**src/rtl/lse_acc_seq.sv**
```systemverilog
// lse_acc_seq: sequential log-sum-exp accumulator controller.
// Streams a vector through a shared 1-cycle lse_add unit and returns the total.
//
// Ports:
//   clk, rst                   clock, async active-high reset
//   start, vec_len, mode_sel   reduction request (sampled in IDLE only)
//   in_valid/in_data/in_ready  element stream
//   pe_enable/pe_op_a/pe_op_b/pe_mode  issue port to lse_add
//   pe_result/pe_valid         result port from lse_add
//   out_valid/out_data/out_ready       result stream
//   busy                       state is not IDLE
//   err_wd                     sticky watchdog error, cleared by next start
module lse_acc_seq #(
    parameter int WIDTH     = 24,
    parameter int MAX_LEN   = 64,
    parameter int WD_CYCLES = 8,
    localparam int LEN_W    = $clog2(MAX_LEN + 1)
) (
    input  logic             clk,
    input  logic             rst,

    input  logic             start,
    input  logic [LEN_W-1:0] vec_len,
    input  logic [1:0]       mode_sel,

    input  logic             in_valid,
    input  logic [WIDTH-1:0] in_data,
    output logic             in_ready,

    output logic             pe_enable,
    output logic [WIDTH-1:0] pe_op_a,
    output logic [WIDTH-1:0] pe_op_b,
    output logic [1:0]       pe_mode,
    input  logic [WIDTH-1:0] pe_result,
    input  logic             pe_valid,

    output logic             out_valid,
    output logic [WIDTH-1:0] out_data,
    input  logic             out_ready,

    output logic             busy,
    output logic             err_wd
);

    localparam int WD_W = $clog2(WD_CYCLES + 1);

    localparam logic [WIDTH-1:0] NEG_INF = {1'b1, {(WIDTH-1){1'b0}}};
    localparam logic [LEN_W-1:0] LEN_MAX = LEN_W'(MAX_LEN);
    localparam logic [WD_W-1:0]  WD_LIM  = WD_W'(WD_CYCLES);

    typedef enum logic [1:0] {
        S_IDLE,
        S_FETCH,
        S_WAIT,
        S_DONE
    } state_t;

    state_t state;
    state_t state_nx;

    logic [WIDTH-1:0] acc;
    logic [LEN_W-1:0] count;
    logic [LEN_W-1:0] len;
    logic [1:0]       mode;
    logic [WD_W-1:0]  wd_cnt;

    logic [LEN_W-1:0] len_sat;
    logic [LEN_W-1:0] count_inc;
    logic [WD_W-1:0]  wd_inc;

    logic start_acc;
    logic xfer;
    logic pe_take;
    logic wd_step;
    logic wd_trip;

    // Oversized requests are clamped rather than rejected.
    assign len_sat = (vec_len > LEN_MAX) ? LEN_MAX : vec_len;

    // count stays below len, so the increment cannot overflow.
    assign count_inc = count + LEN_W'(1);

    // Watchdog saturates at its limit instead of wrapping.
    assign wd_inc = (wd_cnt == WD_LIM) ? wd_cnt : wd_cnt + WD_W'(1);

    always_ff @(posedge clk or posedge rst) begin
        if (rst) begin
            state <= S_IDLE;
        end else begin
            state <= state_nx;
        end
    end

    always_comb begin
        state_nx  = state;
        in_ready  = 1'b0;
        pe_enable = 1'b0;
        pe_op_a   = '0;
        pe_op_b   = '0;
        pe_mode   = 2'b00;
        out_valid = 1'b0;
        out_data  = '0;
        busy      = (state != S_IDLE);
        start_acc = 1'b0;
        xfer      = 1'b0;
        pe_take   = 1'b0;
        wd_step   = 1'b0;
        wd_trip   = 1'b0;

        unique case (state)
            S_IDLE: begin
                if (start) begin
                    start_acc = 1'b1;
                    state_nx  = (len_sat != '0) ? S_FETCH : S_DONE;
                end
            end

            S_FETCH: begin
                in_ready  = 1'b1;
                // Issue goes out in the same cycle as the transfer.
                pe_enable = in_valid;
                pe_op_a   = acc;
                pe_op_b   = in_data;
                pe_mode   = mode;
                if (in_valid) begin
                    xfer     = 1'b1;
                    state_nx = S_WAIT;
                end
            end

            S_WAIT: begin
                if (pe_valid) begin
                    pe_take  = 1'b1;
                    state_nx = (count_inc == len) ? S_DONE : S_FETCH;
                end else begin
                    wd_step = 1'b1;
                    if (wd_inc == WD_LIM) begin
                        // Result never came back: drop the reduction.
                        wd_trip  = 1'b1;
                        state_nx = S_IDLE;
                    end
                end
            end

            S_DONE: begin
                out_valid = 1'b1;
                out_data  = acc;
                if (out_ready) begin
                    state_nx = S_IDLE;
                end
            end

            default: begin
                state_nx = S_IDLE;
            end
        endcase
    end

    always_ff @(posedge clk or posedge rst) begin
        if (rst) begin
            acc    <= NEG_INF;
            count  <= '0;
            len    <= '0;
            mode   <= 2'b00;
            wd_cnt <= '0;
            err_wd <= 1'b0;
        end else begin
            if (start_acc) begin
                acc    <= NEG_INF;
                count  <= '0;
                len    <= len_sat;
                mode   <= mode_sel;
                wd_cnt <= '0;
                err_wd <= 1'b0;
            end

            if (xfer) begin
                wd_cnt <= '0;
            end

            if (pe_take) begin
                acc   <= pe_result;
                count <= count_inc;
            end

            if (wd_step) begin
                wd_cnt <= wd_inc;
            end

            if (wd_trip) begin
                err_wd <= 1'b1;
            end
        end
    end

endmodule

```
**config.mk**
```make
export PLATFORM = sky130hd
export DESIGN_NAME = lse_acc_seq
export DESIGN_NICKNAME = d
export VERILOG_FILES = /design/src/rtl/lse_acc_seq.sv
export SDC_FILE = /design/constraint.sdc
export NUM_CORES = 1
export LEC_CHECK = 0
export CORE_MARGIN = 3
export CORE_UTILIZATION = 35
export CTS_BUF_LIST = sky130_fd_sc_hd__clkbuf_16
export CTS_CLUSTER_DIAMETER = 200
export DETAILED_ROUTE_END_ITERATION = 10
export PLACE_DENSITY = 0.73
export SYNTH_ARGS = -nofsm -noshare
export SYNTH_HDL_FRONTEND = slang
export SYNTH_SLANG_ARGS = --single-unit
```
**constraint.sdc**
```tcl
create_clock -name clk -period 1.9 [get_ports clk]
set_clock_uncertainty 0.2 [all_clocks]
set_input_delay 0.285 -clock clk [delete_from_list [all_inputs] [get_ports clk]]
set_output_delay 0.285 -clock clk [all_outputs]
set_load 0.1 [all_outputs]
```
-- Word level (Yosys, flattened, before mapping)
Cells that the tools add are included.
- $add $sub $neg: 2
- $lt $le $gt $ge: 1
- eq/ne operators: 10
- mux-type cells: 37
- reduce and logical (&&, ||, !) cells: 7
- operators with widths (kind ; number):
    24-bit two-way mux ; 5
    7-bit two-way mux ; 3
    1-bit two-way mux ; 16
    2-bit two-way mux ; 8
    4-bit two-way mux ; 4
    4-bit equality test, second input constant ; 2
    2-bit case mux with 4 select lines ; 1
    7-bit by 1-bit adder with 7-bit output, second input constant ; 1
    7-bit equality test ; 1
    7-bit greater-than comparator, second input constant ; 1
    7-bit nonzero test ; 1
    2-bit != test, second input constant ; 3
    2-bit nonzero test ; 3
    4-bit by 1-bit adder with 4-bit output, second input constant ; 1
    2-bit equality test, second input constant ; 2
    4-bit AND reduction ; 1
    3-bit != test, second input constant ; 1
    3-bit nonzero test ; 1
    2-bit by 1-bit equality test with 1-bit output, second input constant ; 1
    2-bit zero test ; 1
- register bits: 47
- logic and storage cells: 64

-- Longest topological paths before layout
- depth in word-level cells: 7
- mapped depth: 6

-- Worst setup path after synthesis
OpenSTA, ideal clock, no wires.
- path type: register to output
- start point: reg state[0]
- end point: out pe_enable
- arrival time: 2.617 ns
- data required time: 1.415 ns
- slack: -1.202 ns
- cell stages (with the launch flop): 4
- path buffers: 1
- cell sequence: dfrtp_1 -> nor2b_1 -> clkbuf_1 -> and2_1
- word-level cells in the longest chain between the ends: 2
- RTL lines (element ; RTL line ; source):
    from (decl) ; 58 ; state_t state;
    from (signal assigned) ; 90 ; state <= state_nx;
    2-bit by 1-bit equality test with 1-bit output ; 110 ; unique case (state)
    1-bit two-way mux ; 110 ;
    to (decl) ; 30 ; output logic pe_enable,
No other way between the ends.

-- Final worst setup path
- start point: reg state[1]
- end point: out pe_op_b[17]
- word-level cells in the longest chain between the ends: 2
- RTL lines (element ; RTL line ; source):
    2-bit by 1-bit equality test with 1-bit output ; 110 ;
    24-bit two-way mux ; 110 ;
    to (decl) ; 32 ; output logic [WIDTH-1:0] pe_op_b,
No other way between the ends.

==> impl_metrics.env <==
export IMPL_worst_slew_pin_slew_ns=0.353
export IMPL_leakagePower_nw=2.50
export IMPL_synth_xor_area_share_pct=3.95
export IMPL_grt_antenna_before_repair=0
export IMPL_gp_congestion=0.805
export IMPL_antenna_cells=0
export IMPL_postRouteAntennaNets=0
export IMPL_dr_pass1_iters=4
export IMPL_synth_seq_cells=47
export IMPL_path_clk_slew_ns=0.06
export IMPL_vias=2772
export IMPL_synth_nets=350
export IMPL_fmax_ghz=0.501
export IMPL_slew_headroom_pct=76.4
export IMPL_vias_per_cell=5.12
export IMPL_ios=142
export IMPL_core_um2=7330
export IMPL_track_usage_pct=21.4
export IMPL_cts_tree="done"
export IMPL_comb_power_share_pct=75.8
export IMPL_crit_path_end_kind="primary output"
export IMPL_violations="setup timing"
export IMPL_power_frac_seq_pct=16.1
export IMPL_root_buffer="clkbuf_16"
export IMPL_synth_fa_ha_area_share_pct=1.41
export IMPL_ir_drop_uv=921
export IMPL_place_hpwl_mm=6.79
export IMPL_drtIter0Drc=100
export IMPL_clock_power_share_pct=8.1
export IMPL_synth_top_family_by_area="simple AND/OR/NAND/NOR gates"
export IMPL_dp_slack_ns=-0.0988
export IMPL_fp_dieW_um=93.2
export IMPL_fin_cells=541
export IMPL_critPathLaunchType="flop"
export IMPL_num_rows=31
export IMPL_grt_pass1_wl_mm=14.6
export IMPL_clk_latency_ns=0.28
export IMPL_synth_distinct_cells=34
export IMPL_p_total_w=0.0103
export IMPL_nets=507
export IMPL_synthMuxAreaShare_pct=0.846
export IMPL_hold_violations=0
export IMPL_numCtsBuffers=5
export IMPL_status="finished with violations"
export IMPL_htree_levels=2
export IMPL_rsz0062_at_grt="true"
export IMPL_synth_area_um2=2660
export IMPL_p_per_area_nw_per_um2=1820
export IMPL_cts_hold_buffers_added=0
export IMPL_swShare_pct=51.7
export IMPL_fin_worst_hold_slack_ns=0.182
export IMPL_worst_slack_ns=-0.0953
export IMPL_hold_class="in2async"
export IMPL_clockBufferDepth=2
export IMPL_die_area_um2=8690
export IMPL_grt_ovfl_total=0
export IMPL_power_internal_w=0.00500
export IMPL_ys_warn_count=0
export IMPL_area_growth_pct=113
export IMPL_period_minus_slack_ns=2.00
export IMPL_cap_violations=0
export IMPL_setup_violations_final=77
export IMPL_grt_max_degree=48
export IMPL_dp_cells=523
export IMPL_crit_arrival_ns=1.51
export IMPL_slew_violations=0
export IMPL_crit_type="reg2out"
export IMPL_nFillCells=444
export IMPL_worst_endpoint_required_ns=1.41
export IMPL_drc=0
export IMPL_grt_pass1_vias=2734
export IMPL_wl_mm=10.0
export IMPL_synth_cells=284
export IMPL_port_buffers=141
export IMPL_synth_simple_area_share_pct=29.2
export IMPL_synth_compound_area_share_pct=16.0
export IMPL_crit_fanout=10
export IMPL_final_period_utilization_pct=105
export IMPL_clock_sinks=47
export IMPL_wl_per_cell_um=18.5
export IMPL_start_util_pct=36.3
export IMPL_die_h_um=93.2
export IMPL_p_switching_w=0.00534
export IMPL_ys_seq_area_share_pct=44.2
export IMPL_drive_above_1_share_pct=47.5
export IMPL_avgSynthCellArea_um2=9.38
==> cells in the final DEF, fill, tap and decap left out, types with 11 or more instances in the layout <==
cell type | Yosys | layout
dfrtp_1 | 46 | 45
and3_2 | 0 | 11
nand2_1 | 21 | 21
and2_4 | 0 | 51
clkdlybuf4s50_1 | 0 | 62
and3_4 | 0 | 13
buf_4 | 0 | 19
a22o_1 | 26 | 26
buf_12 | 0 | 83
o21ai_1 | 20 | 20
==> per-layer routing <==
layer	vias to the layer above	wire [µm]	track usage, %
met2	95	5330	39.0
met3	23	417	3.30
li1	1311	-	-
met1	1343	4020	25.2
met5	-	0	0
met4	0	254	7.57
==> repair_timing <==
action                                  in CTS  in global routing
endpoints found under the setup margin      53                 77
gates resized for setup                     36                 23
setup buffers                                2                  4
cloned                                       1                  3
pin swaps                                    0                 16
endpoints found under the hold margin        0                  0
==> critical path: stages (launching register included) <==
cell,delay [ns]
dfrtp_1,0.42
nor2b_4,0.16
buf_6,0.16
clkbuf_16,0.16
and2_4,0.15
buf_12,0.16
==> cells in the mapped netlist (all sizes together) <==
| cell type | n | area (µm²) |
|---|---|---|
| a211oi | 3 | 22.5 |
| a21oi | 3 | 15.0 |
| a22o | 26 | 228 |
| a31o | 2 | 17.5 |
| a31oi | 3 | 18.8 |
| and2 | 53 | 332 |
| and3 | 25 | 156 |
| and3b | 2 | 17.5 |
| buf | 9 | 45.0 |
| clkbuf | 12 | 45.0 |
| dfrtp | 46 | 1150 |
| dfstp | 1 | 26.3 |
| ha | 3 | 37.5 |
| inv | 7 | 26.3 |
| mux4 | 1 | 22.5 |
| nand2 | 21 | 78.8 |
| nand2b | 6 | 37.5 |
| nand3 | 4 | 20.0 |
| nand3b | 1 | 7.51 |
| nand4 | 6 | 37.5 |
| nor2 | 6 | 22.5 |
| nor2b | 1 | 6.26 |
| nor3 | 2 | 10.0 |
| nor3b | 2 | 25.0 |
| nor4 | 2 | 12.5 |
| o211ai | 1 | 7.51 |
| o21ai | 20 | 100 |
| o31ai | 1 | 7.51 |
| o41ai | 1 | 8.76 |
| or3 | 1 | 6.26 |
| or3b | 1 | 8.76 |
| xnor2 | 8 | 70.1 |
| xor2 | 4 | 35.0 |
==> area by class of cell <==
type,instances,area [µm²],area share [%]
Tap cell,99,124,2.19
Multi-Input combinational cell,209,1630,28.8
Timing Repair Buffer,171,2560,45.3
Inverter,7,26.3,0.464
Clock buffer,5,125,2.21
Sequential cell,47,1180,20.8
Clock inverter,3,15.0,0.265
==> power groups by stage <==
| stage | Clock (W) | Combinational (W) | Sequential [W] |
|---|---|---|---|
| 3_5_place_dp | 0 | 0.00712 | 0.00164 |
| 4_1_cts | 0.000854 | 0.00746 | 0.00164 |
| 2_1_floorplan | 0 | 0.00454 | 0.00157 |
| 6_report | 0.000837 | 0.00783 | 0.00167 |
| 5_1_grt | 0.000898 | 0.00809 | 0.00171 |
| 3_3_place_gp | 0 | 0.00702 | 0.00163 |
==> path summary, 6_finish.rpt <==
check                          start           to  depth (start not counted)  slack [ns]
min in group clk             acc[23]      acc[23]                          2        0.28
max in group asynchronous        rst      acc[23]                          3        1.05
max                         state[1]  pe_op_b[17]                          5        -0.1
min reg2reg                  acc[23]      acc[23]                          2        0.28
min                              rst      acc[20]                          3        0.18
max reg2reg                wd_cnt[1]     state[1]                          6       -0.01
==> registers in the layout (all words and copies together), names as in the netlist <==
register	count
wd_cnt	4
len	7
err_wd	1
acc	24
count	7
state	2
mode	2
==> logic make-up (layout without fill, tap and decap cells) <==
family / count (synthesis) / after routing
compound gates: 60 / 60
xor+xnor: 12 / 12
fa+ha+maj: 3 / 3
buf+inv: 28 / 186
flops: 47 / 47
mux: 1 / 1
simple gates: 133 / 133
==> stage by stage <==
step,cell area (µm²),setup TNS [ns],util (%)
4_1_cts,5500,-3.07,75.0
5_1_grt,5670,-6.47,77.3
3_5_place_dp,5260,-0.153,71.7
2_1_floorplan,2830,-0.535,-
3_3_place_gp,5260,-0.0679,71.7
6_report,5670,-3.93,77.3
Note: power is estimated with default switching activity, not from simulation.
